<file path="src/rtl/stepper_driver_pkg.sv">
// Shared stepper definitions: coil phase table, controller states, JA pin map.
// Combinational constants only; no latency or flow-control behaviour here.
package stepper_pkg;

  typedef enum logic {IDLE, RUN} state_t;

  localparam int CMD_WIDTH   = 32;
  localparam int JA_WIDTH    = 6;
  localparam int JA_COIL_LSB = 0;
  localparam int JA_COIL_MSB = 3;
  localparam int JA_ENABLE   = 4;
  localparam int JA_STEP     = 5;

  // Coil bits are A+,B+,A-,B- from MSB to LSB; odd entries energise two coils.
  localparam logic [3:0] PHASE_TABLE [0:7] = '{
    4'b1000, 4'b1100, 4'b0100, 4'b0110,
    4'b0010, 4'b0011, 4'b0001, 4'b1001
  };

endpackage

</file>
<file path="src/rtl/stepper_driver_if.sv">
// Command/status bundle between the processor regfile and the stepper driver.
// The master issues commands when cmd_ready is high; the slave drives coils and status.
interface stepper_driver_if;
  import stepper_pkg::*;

  logic [CMD_WIDTH-1:0] cmd_steps;
  logic [CMD_WIDTH-1:0] cmd_period;
  logic                 half_step;
  logic                 cmd_valid;
  logic                 cmd_ready;
  logic                 stop;
  logic [JA_WIDTH-1:0]  JA;
  logic                 busy;
  logic                 done;

  modport master (
    output cmd_steps, cmd_period, half_step, cmd_valid, stop,
    input  cmd_ready, JA, busy, done
  );

  modport slave (
    input  cmd_steps, cmd_period, half_step, cmd_valid, stop,
    output cmd_ready, JA, busy, done
  );

endinterface

</file>
<file path="src/rtl/stepper_driver_step_rate_timer.sv">
// Loadable down-counter; tc is high while enabled and the count sits at zero.
// Load takes effect on the next edge and wins over counting; no backpressure.
module step_rate_timer
  import stepper_pkg::*;
#(
  parameter int WIDTH = CMD_WIDTH
) (
  input  logic             clock,
  input  logic             reset,
  input  logic             load,
  input  logic [WIDTH-1:0] load_value,
  input  logic             enable,
  output logic             tc
);

  logic [WIDTH-1:0] count;

  always_ff @(posedge clock) begin
    if (reset) begin
      count <= '0;
    end else if (load) begin
      count <= load_value;
    end else if (enable && (count != '0)) begin
      count <= count - WIDTH'(1);
    end
  end

  assign tc = enable && (count == '0);

endmodule

</file>
<file path="src/rtl/stepper_driver.sv">
// Turns a signed step count and step period into timed coil phases on JA; first step one period after accept.
// Accepts a command only while idle (cmd_ready); commands during a move are dropped, stop aborts it.
module stepper_driver
  import stepper_pkg::*;
#(
  parameter int unsigned MIN_PERIOD = 16,
  parameter bit          HOLD       = 1'b1
) (
  input  logic             clock,
  input  logic             reset,
  stepper_driver_if.slave  bus
);

  state_t               state, state_next;
  logic [2:0]           index;
  logic [CMD_WIDTH-1:0] remaining;
  logic [CMD_WIDTH-1:0] period;
  logic                 dir_rev;
  logic                 half_mode;
  logic                 accepted;
  logic                 done_q;
  logic                 step_pulse;

  logic [CMD_WIDTH-1:0] mag;
  logic [CMD_WIDTH-1:0] period_clamped;
  logic                 start, zero_cmd, advance, finish, abort, tc;
  logic [2:0]           stride, index_next;
  logic [3:0]           coils;
  logic [JA_WIDTH-1:0]  ja;

  // Two's-complement negate leaves -2^31 as 0x80000000, which is the right unsigned magnitude.
  always_comb begin
    mag            = bus.cmd_steps[CMD_WIDTH-1] ? (CMD_WIDTH'(0) - bus.cmd_steps) : bus.cmd_steps;
    period_clamped = (bus.cmd_period < MIN_PERIOD) ? MIN_PERIOD : bus.cmd_period;
    stride         = half_mode ? 3'd1 : 3'd2;
    index_next     = dir_rev ? (index - stride) : (index + stride);
  end

  always_ff @(posedge clock) begin
    if (reset) state <= IDLE;
    else       state <= state_next;
  end

  // A final step that coincides with stop still completes; any other stop freezes the index.
  always_comb begin
    state_next = state;
    start      = 1'b0;
    zero_cmd   = 1'b0;
    advance    = 1'b0;
    finish     = 1'b0;
    abort      = 1'b0;
    case (state)
      IDLE: begin
        if (bus.cmd_valid) begin
          if (mag != '0) begin
            start      = 1'b1;
            state_next = RUN;
          end else begin
            zero_cmd = 1'b1;
          end
        end
      end
      RUN: begin
        if (tc && (remaining == CMD_WIDTH'(1))) begin
          advance    = 1'b1;
          finish     = 1'b1;
          state_next = IDLE;
        end else if (bus.stop) begin
          abort      = 1'b1;
          state_next = IDLE;
        end else if (tc) begin
          advance = 1'b1;
        end
      end
      default: state_next = IDLE;
    endcase
  end

  always_ff @(posedge clock) begin
    if (reset) begin
      index      <= '0;
      remaining  <= '0;
      period     <= '0;
      dir_rev    <= 1'b0;
      half_mode  <= 1'b0;
      accepted   <= 1'b0;
      done_q     <= 1'b0;
      step_pulse <= 1'b0;
    end else begin
      done_q     <= finish || abort || zero_cmd;
      step_pulse <= advance;
      if (start) begin
        dir_rev   <= bus.cmd_steps[CMD_WIDTH-1];
        remaining <= mag;
        period    <= period_clamped;
        half_mode <= bus.half_step;
        accepted  <= 1'b1;
        if (!bus.half_step) index <= index | 3'd1;
      end
      if (advance) begin
        index     <= index_next;
        remaining <= remaining - CMD_WIDTH'(1);
      end
    end
  end

  step_rate_timer #(.WIDTH(CMD_WIDTH)) u_timer (
    .clock      (clock),
    .reset      (reset),
    .load       (start || advance),
    .load_value (start ? (period_clamped - CMD_WIDTH'(1)) : (period - CMD_WIDTH'(1))),
    .enable     (state == RUN),
    .tc         (tc)
  );

  always_comb begin
    coils = 4'b0000;
    if ((state == RUN) || (HOLD && accepted)) coils = PHASE_TABLE[index];
    ja                         = '0;
    ja[JA_COIL_MSB:JA_COIL_LSB] = coils;
    ja[JA_ENABLE]              = |coils;
    ja[JA_STEP]                = step_pulse;
  end

  assign bus.JA        = ja;
  assign bus.busy      = (state == RUN);
  assign bus.cmd_ready = (state == IDLE);
  assign bus.done      = done_q;

endmodule
</file>
<file path="src/flat_wrapper.sv">
// flat-port wrapper written by rule: the top's interface ports become plain ports
module stepper_driver_flat import stepper_pkg::*;
#(
  parameter int unsigned MIN_PERIOD = 16,
  parameter bit          HOLD       = 1'b1
)
  (clock, reset, bus_cmd_steps, bus_cmd_period, bus_half_step, bus_cmd_valid, bus_stop, bus_cmd_ready, bus_JA, bus_busy, bus_done);
  stepper_driver_if bus_i ();
  input  logic clock;
  input  logic reset;
  input wire logic [$bits(bus_i.cmd_steps)-1:0] bus_cmd_steps;
  input wire logic [$bits(bus_i.cmd_period)-1:0] bus_cmd_period;
  input wire logic [$bits(bus_i.half_step)-1:0] bus_half_step;
  input wire logic [$bits(bus_i.cmd_valid)-1:0] bus_cmd_valid;
  input wire logic [$bits(bus_i.stop)-1:0] bus_stop;
  output wire logic [$bits(bus_i.cmd_ready)-1:0] bus_cmd_ready;
  output wire logic [$bits(bus_i.JA)-1:0] bus_JA;
  output wire logic [$bits(bus_i.busy)-1:0] bus_busy;
  output wire logic [$bits(bus_i.done)-1:0] bus_done;
  assign bus_i.cmd_steps = bus_cmd_steps;
  assign bus_i.cmd_period = bus_cmd_period;
  assign bus_i.half_step = bus_half_step;
  assign bus_i.cmd_valid = bus_cmd_valid;
  assign bus_i.stop = bus_stop;
  assign bus_cmd_ready = bus_i.cmd_ready;
  assign bus_JA = bus_i.JA;
  assign bus_busy = bus_i.busy;
  assign bus_done = bus_i.done;
  stepper_driver #(.MIN_PERIOD(MIN_PERIOD), .HOLD(HOLD)) u_core (.clock(clock), .reset(reset), .bus(bus_i));
endmodule
</file>
<file path="config.mk">
export PLATFORM = sky130hd
export DESIGN_NAME = stepper_driver_flat
export DESIGN_NICKNAME = d
export VERILOG_FILES = /design/src/rtl/stepper_driver_pkg.sv /design/src/rtl/stepper_driver_if.sv /design/src/rtl/stepper_driver_step_rate_timer.sv /design/src/rtl/stepper_driver.sv /design/src/flat_wrapper.sv
export SDC_FILE = /design/constraint.sdc
export NUM_CORES = 1
export LEC_CHECK = 0
export BUFFER_PORTS_ARGS = -buffer_cell sky130_fd_sc_hd__buf_2
export CAP_MARGIN = 15
export CELL_PAD_IN_SITES_DETAIL_PLACEMENT = 0
export CELL_PAD_IN_SITES_GLOBAL_PLACEMENT = 2
export CORE_ASPECT_RATIO = 0.8
export CORE_UTILIZATION = 38
export CTS_BUF_LIST = sky130_fd_sc_hd__clkbuf_16
export DETAILED_ROUTE_END_ITERATION = 6
export PLACE_DENSITY_LB_ADDON = 0.08
export SLEW_MARGIN = 20
export SYNTH_ARGS = -nofsm -noshare
export SYNTH_HDL_FRONTEND = slang
export SYNTH_SLANG_ARGS = --single-unit
</file>
<file path="constraint.sdc">
create_clock -name clock -period 11.6 [get_ports clock]
set_input_delay 2.9 -clock clock [delete_from_list [all_inputs] [get_ports clock]]
set_output_delay 2.9 -clock clock [all_outputs]
set_load 0.01 [all_outputs]
</file>
==> results by group, run 1 <==
Status
  – Status: completed

Global routing
  – Vias in the first global route: 7,051
  – Global-route usage over all layers: 24.68%
  – Largest net degree at the start of global routing: 81
  – Initial antenna violation count: 0
  – First-pass GRT wire length: 40.09 mm
  – Total gr overflow: 0

Route
  – Per-cell routed wire length: 18.94 um
  – Via density: 5.890
  – Routed wire length: 24.77 mm
  – Starting DRT DRC Count: 762
  – Total iterations of the first detailed-routing run: 6
  – Via count: 7,704
  – ANT nets after route: 0
  – DRC violations left: 0

Synth
  – Complex-gate fraction of the synthesized area: 23.37%
  – Asr flop ratio synth: 0%
  – Synth Register Bits: 105
  – Post-synth EDFFs: 0
  – Post-synthesis sequential area ratio: 27.69%
  – Syn Area/Cell: 7.471 um2
  – Syn_nets: 1,091
  – Post-synthesis cell type count: 76
  – Synth Area in Simple Gates: 28.35%
  – Post-Synth XOR/XNOR Area: 5.654%
  – Synth warn: 0
  – Main combinational cell family by area after synthesis: simple AND/OR/NAND/NOR gates
  – Syn Inst Count: 1,016
  – Main synth FF type: dfxtp_1
  – Adder-cell share of the synthesized area: 1.088%
  – Post-synthesis mux area share: 8.406%
  – Post-Syn Area: 7591 um2

Die
  – Starting density of the core: 39.42%
  – Ports: 78
  – Die X: 160.0 um
  – Die area: 20,550 um2
  – Rows: 45
  – Core Box Area: 19,260 um2
  – Die height: 128.4 um

Critical path
  – CP cell instances: buf_2, nor3_1, nand4_1, or3_1, and4_1, a211oi_1, nor4_2, a31oi_4, buf_4, o21a_1, ha_1, o211ai_1, mux2i_1, buf_4, and3_1, a31oi_1, o311a_1
  – Critical Path End: u_core.u_timer.count[24]$_SDFFE_PP0P_
  – R2R setup slack: 6270 ps
  – WS Path Type: input port to flip-flop
  – Slowest-stage cell, CP: a31oi_4
  – Worst flop-to-flop path endpoint: u_core.u_timer.count[31]$_SDFFE_PP0P_
  – Worst EP required: 11,850 ps
  – CP Capture Type: flip-flop
  – Worst EP arrival: 8200 ps
  – Crit path from: bus_cmd_steps[2]
  – FF-to-FF Start: u_core.u_timer.count[0]$_SDFFE_PP0P_
  – Crit-path max cell delay: 770 ps
  – Most used cell, CP: buf_4
  – Worst setup SP type: input port
  – Peak fanout along the critical path: 29
  – Worst r2r path cells: 12

Finish
  – Commonest non-fill, non-tap cells in the layout: nor2_1 (136), dfxtp_1 (105), a21oi_1 (84), nand2_1 (76), buf_2 (76)
  – Filler Cell Count: 2,029
  – Share of layout cells above drive strength 1: 12.29%
  – Area of the multi-input gates: 5100 um2
  – Diodes inserted: 0
  – Design area: 8406 um2
  – Post-layout util: 43.65%
  – Most common cell after layout, fill and taps aside: nor2_1
  – # nets final: 1,120
  – Sequential Area: 2102 um2
  – P&R area growth vs syn: 10.73%

STA
  – Slew Limit Headroom: 24.79%
  – Clock Skews: 11.54 ps
  – Max Slew Vio Count: 0
  – Crit share post-route: 68.57%
  – Fmax: 125.7 MHz
  – Hold Violations, Final: 0
  – Fin crit period: 7954 ps
  – Worst Hold Slack: 474.0 ps
  – Setup_tns: 0 ps
  – Worst Max-Slew Pin Slew: 1118 ps
  – Unrepaired setup endpoints after global routing: false
  – Setup Viol. Count Final: 0

Power and ir drop
  – IR drop worst, VDD: 0.06833 mV
  – Static Leak: 3.225 nW
  – Power density cells: 121.5 nW/um2
  – Overall Power: 1.021 mW

Clock network
  – Clock transition at path regs: 80 ps
  – Resized cells post-CTS: 0
  – Cts bufs inserted: 9
  – Hold-fix buffers, CTS: 0
  – CTS Sinks: 105
  – CTS H-tree lvls: 3
  – CTS Root Buffer Type: clkbuf_16
  – TritonCTS clock tree: built
  – Clock Tree Buf Depth: 2
  – Postcts setup bufs: 0
  – Latest clock arrival within the worst-skew pair: 360 ps

Worst hold path
  – Hold Crit Class: flip-flop to flip-flop
  – Hold depth: 2

Placement
  – Post-DP Area: 8093 um2
  – Port Buffer Count: 77
  – Detailed Place HPWL: 17.87 mm
  – Gpl congestion: 0.8518

Job
  – Max-cap violations: 0
==> synthesized netlist by cell type (all sizes together), types with 18 or more instances <==
master / count / area share, %
nor2: 136 / 6.7
xnor2: 26 / 3.0
dfxtp: 105 / 28
mux2i: 57 / 7.5
a211oi: 26 / 2.6
or3: 18 / 1.5
nand2: 76 / 3.8
nor4: 23 / 2.1
a21oi: 85 / 5.7
o21ai: 52 / 3.4
buf: 22 / 1.8
clkbuf: 48 / 2.4
xor2: 23 / 2.7
a31oi: 24 / 2.2
nand3: 27 / 1.8
nor3: 58 / 4.0
inv: 26 / 1.3
==> critical path: cells and delay by family <==
family,cells,cell delay (ps)
buf+inv,3,860
compound gates,6,1990
fa+ha+maj,1,220
simple gates,6,2060
mux,1,140
==> through the flow <==
stage | cells | setup slack (ps)
after floorplan | 1016 | 3808
after global placement | 1292 | 3368
after CTS | 1308 | 3749
after detailed placement | 1292 | 3397
final | 1308 | 3646
after global routing | 1308 | 3366
==> area by class of cell <==
class | count | share of cell area [%]
clock buffer | 9 | 2.679
clock inverter | 7 | 1.042
inverter | 26 | 1.161
multi-input combinational | 815 | 60.67
sequential | 105 | 25.01
tap | 258 | 3.840
timing repair buffer | 88 | 5.597
==> worst min-delay path by stage <==
stage / startpoint / end / slack, ps
finish: u_core.accepted$_SDFFE_PP0N_ / u_core.accepted$_SDFFE_PP0N_ / 470
global route: u_core.u_timer.count[5]$_SDFFE_PP0P_ / u_core.u_timer.count[5]$_SDFFE_PP0P_ / 510
CTS: u_core.u_timer.count[5]$_SDFFE_PP0P_ / u_core.u_timer.count[5]$_SDFFE_PP0P_ / 480
detailed placement: u_core.accepted$_SDFFE_PP0N_ / u_core.accepted$_SDFFE_PP0N_ / 460
global placement: u_core.accepted$_SDFFE_PP0N_ / u_core.accepted$_SDFFE_PP0N_ / 470
floorplan: u_core.accepted$_SDFFE_PP0N_ / u_core.accepted$_SDFFE_PP0N_ / 440
==> cells by family after synthesis <==
group,count (synthesis)
compound gates,272
xor+xnor,49
fa+ha+maj,6
buf+inv,96
flops,105
mux,63
simple gates,425
==> layer usage <==
metal  up-vias  track usage [%]  part of all wire, %
met5         -                0                    0
met4         0            3.697                 0.50
met3        10            3.901                  6.1
met2       272            33.61                   38
met1      3608            40.10                   55
li1       3814                -                    -
==> where the power goes <==
group | switching [mW] | internal (mW) | total, mW
Clock | 0.143 | 0.188 | 0.331
Sequential | 0.0293 | 0.390 | 0.419
Combinational | 0.166 | 0.105 | 0.271
==> flip-flops by register name, summed over array words and instances (netlist names) <==
| signal | count |
|---|---|
| u_core.accepted | 1 |
| u_core.bus.busy | 1 |
| u_core.bus.done | 1 |
| u_core.dir_rev | 1 |
| u_core.half_mode | 1 |
| u_core.index | 3 |
| u_core.period | 32 |
| u_core.remaining | 32 |
| u_core.step_pulse | 1 |
| u_core.u_timer.count | 32 |
Note: power is estimated with default switching activity, not from simulation.
==> inputs of run 2 (changes only) <==
CORE_UTILIZATION = 31   (was 38)
clock period = 7.25 ns   (was 11.6 ns; I/O delays follow)
==> results by group, run 2 (synthesis gave the netlist of run 1 again) <==
Status
  – Status: completed

Critical path
  – WS Path Type: input port to flip-flop
  – Worst EP arrival: 6580 ps (-1620 ps)
  – Crit-path max cell delay: 580 ps (-190 ps)
  – Worst r2r path cells: 12 (unchanged)
  – Crit path from: bus_cmd_steps[0]
  – Slowest-stage cell, CP: or4b_4
  – CP Capture Type: flip-flop
  – Worst setup SP type: input port
  – Peak fanout along the critical path: 51 (+76%)
  – Worst EP required: 7500 ps (-4350 ps)
  – CP cell instances: buf_2, inv_1, ha_1, or4b_4, nor3_4, a21oi_1, o32a_1, or4b_1, nor4_2, a31oi_4, buf_12, buf_4, mux2i_1, and3_1, a31oi_1, o311a_1
  – FF-to-FF Start: u_core.u_timer.count[17]$_SDFFE_PP0P_

Route
  – Starting DRT DRC Count: 605 (-21%)
  – Via density: 5.648 (-4.1%)
  – Routed wire length: 27.01 mm (+9.0%)
  – DRC violations left: 0 (unchanged)
  – ANT nets after route: 0 (unchanged)
  – Via count: 7,755 (+0.66%)
  – Per-cell routed wire length: 19.67 um (+3.9%)
  – Total iterations of the first detailed-routing run: 4 (-2)

STA
  – Setup Viol. Count Final: 0 (unchanged)
  – Worst Slack Setup Final: 912.9 ps (-2733 ps)
  – Fmax: 157.8 MHz
  – Fin crit period: 6337 ps
  – Slew Limit Headroom: 37.76% (+13 points)
  – Worst Max-Slew Pin Slew: 925.1 ps (-192.8 ps)
  – Hold Violations, Final: 0 (unchanged)
  – Max Slew Vio Count: 0 (unchanged)
  – Crit share post-route: 87.41%
  – Clock Skews: 12.34 ps (+0.8038 ps)
  – Setup_tns: 0 ps (unchanged)
  – Worst Hold Slack: 483.7 ps (+9.723 ps)
  – Unrepaired setup endpoints after global routing: false

Global routing
  – Initial antenna violation count: 0 (unchanged)
  – First-pass GRT wire length: 42.21 mm (+5.3%)
  – Total gr overflow: 0 (unchanged)
  – Vias in the first global route: 7,043 (-0.11%)
  – Global-route usage over all layers: 21.81% (-2.9 points)
  – Largest net degree at the start of global routing: 58 (-28%)

Job
  – Max-cap violations: 0 (unchanged)

Finish
  – Most common cell after layout, fill and taps aside: nor2_1
  – Post-layout util: 36.06% (-7.6 points)
  – Filler Cell Count: 2,515 (+24%)
  – Diodes inserted: 0 (unchanged)
  – P&R area growth vs syn: 12.63%
  – Finished Layout Cells: 1,373 (+5.0%)
  – Share of layout cells above drive strength 1: 13.29% (+1.0 points)
  – Largest regs: u_core.period (32), u_core.remaining (32), u_core.u_timer.count (32)
  – Commonest non-fill, non-tap cells in the layout: nor2_1 (136), dfxtp_1 (105), a21oi_1 (84), nand2_1 (76), buf_2 (76)
  – # nets final: 1,131 (+0.98%)

Die
  – Die height: 142.0 um (+11%)
  – Die X: 177.0 um (+11%)
  – Rows: 50 (+11%)
  – Ports: 78 (unchanged)
  – Die area: 25,120 um2 (+22%)
  – Core Box Area: 23,710 um2 (+23%)
  – Starting density of the core: 32.02% (-7.4 points)

Placement
  – Detailed Place HPWL: 19.78 mm (+11%)
  – Port Buffer Count: 77 (unchanged)
  – Gpl congestion: 0.8264 (-3.0%)
  – Placed cells: 1,357 (+5.0%)
  – Post-Place Worst Slack: 582.8 ps (-2814 ps)

Clock network
  – Latest clock arrival within the worst-skew pair: 360 ps (about the same)
  – Clock transition at path regs: 80 ps (about the same)
  – CTS Root Buffer Type: clkbuf_16
  – CTS Sinks: 105 (unchanged)
  – CTS H-tree lvls: 3 (unchanged)
  – Clock Tree Buf Depth: 2 (unchanged)
  – TritonCTS clock tree: built
  – Resized cells post-CTS: 0 (unchanged)
  – Postcts setup bufs: 0 (unchanged)
  – Cts bufs inserted: 9 (unchanged)
  – Hold-fix buffers, CTS: 0 (unchanged)

Power and ir drop
  – Power density cells: 190.3 nW/um2 (+57%)
  – Static Leak: 3.278 nW (+1.6%)
  – IR drop worst, VDD: 0.1054 mV (+54%)

Worst hold path
  – Hold Crit Start: u_core.accepted$_SDFFE_PP0N_
  – Hold depth: 2 (unchanged)
  – Hold Crit Class: flip-flop to flip-flop
[run 2: changes by cell type in the layout (fill, tap and decap cells not counted)]
| cell | delta |
|---|---|
| inv_6 | +2 |
| buf_12 | +1 |
| inv_1 | -1 |
| buf_4 | +10 |
| clkinvlp_4 | -1 |
| clkinv_2 | +1 |
| bufinv_16 | -1 |
[run 2: path summary, 6_finish.rpt]
check	to	slack [ps]
hold / removal	u_core.accepted$_SDFFE_PP0N_	480
setup reg to reg	u_core.u_timer.count[31]$_SDFFE_PP0P_	2410
hold reg to reg	u_core.accepted$_SDFFE_PP0N_	480
setup / recovery	u_core.u_timer.count[24]$_SDFFE_PP0P_	910
[run 2: layout make-up]
type                            count  area, um2  area share [%]
Clock buffer                        9      225.2           2.634
Clock inverter                      7      68.82          0.8049
Inverter                           26      97.59           1.142
Multi-Input combinational cell    815       5100           59.65
Sequential cell                   105       2102           24.59
Tap cell                          312      390.4           4.566
Timing Repair Buffer               99      565.5           6.615
[run 2: where the power goes]
group	internal [mW]	switching, mW	leakage [nW]	total [mW]
registers	0.624	0.0473	0.865	0.671
logic	0.172	0.272	2.26	0.444
clock network	0.269	0.242	0.149	0.511
[run 2: worst max-delay path: cells and delay by family]
family / cells / cell delay (ps)
muxes: 1 / 390
and+or+nand+nor: 5 / 2260
AOI/OAI and AO/OA: 5 / 1130
adders and majority gates: 1 / 250
buffers and inverters: 4 / 710
[run 2: routing by layer]
metal	part of all wire [%]	track usage, %	vias to the layer above
li1	-	-	3822
met1	55	35.67	3726
met2	39	29.32	195
met3	4.8	3.072	12
met4	0.56	3.721	0
met5	0	0	-
[run 2: through the flow]
stage / total power [mW] / area (um2)
final: 1.627 / 8549
after global routing: 1.719 / 8549
after CTS: 1.641 / 8549
after detailed placement: 1.124 / 8255
after global placement: 1.130 / 8255
after floorplan: 0.9780 / 7591
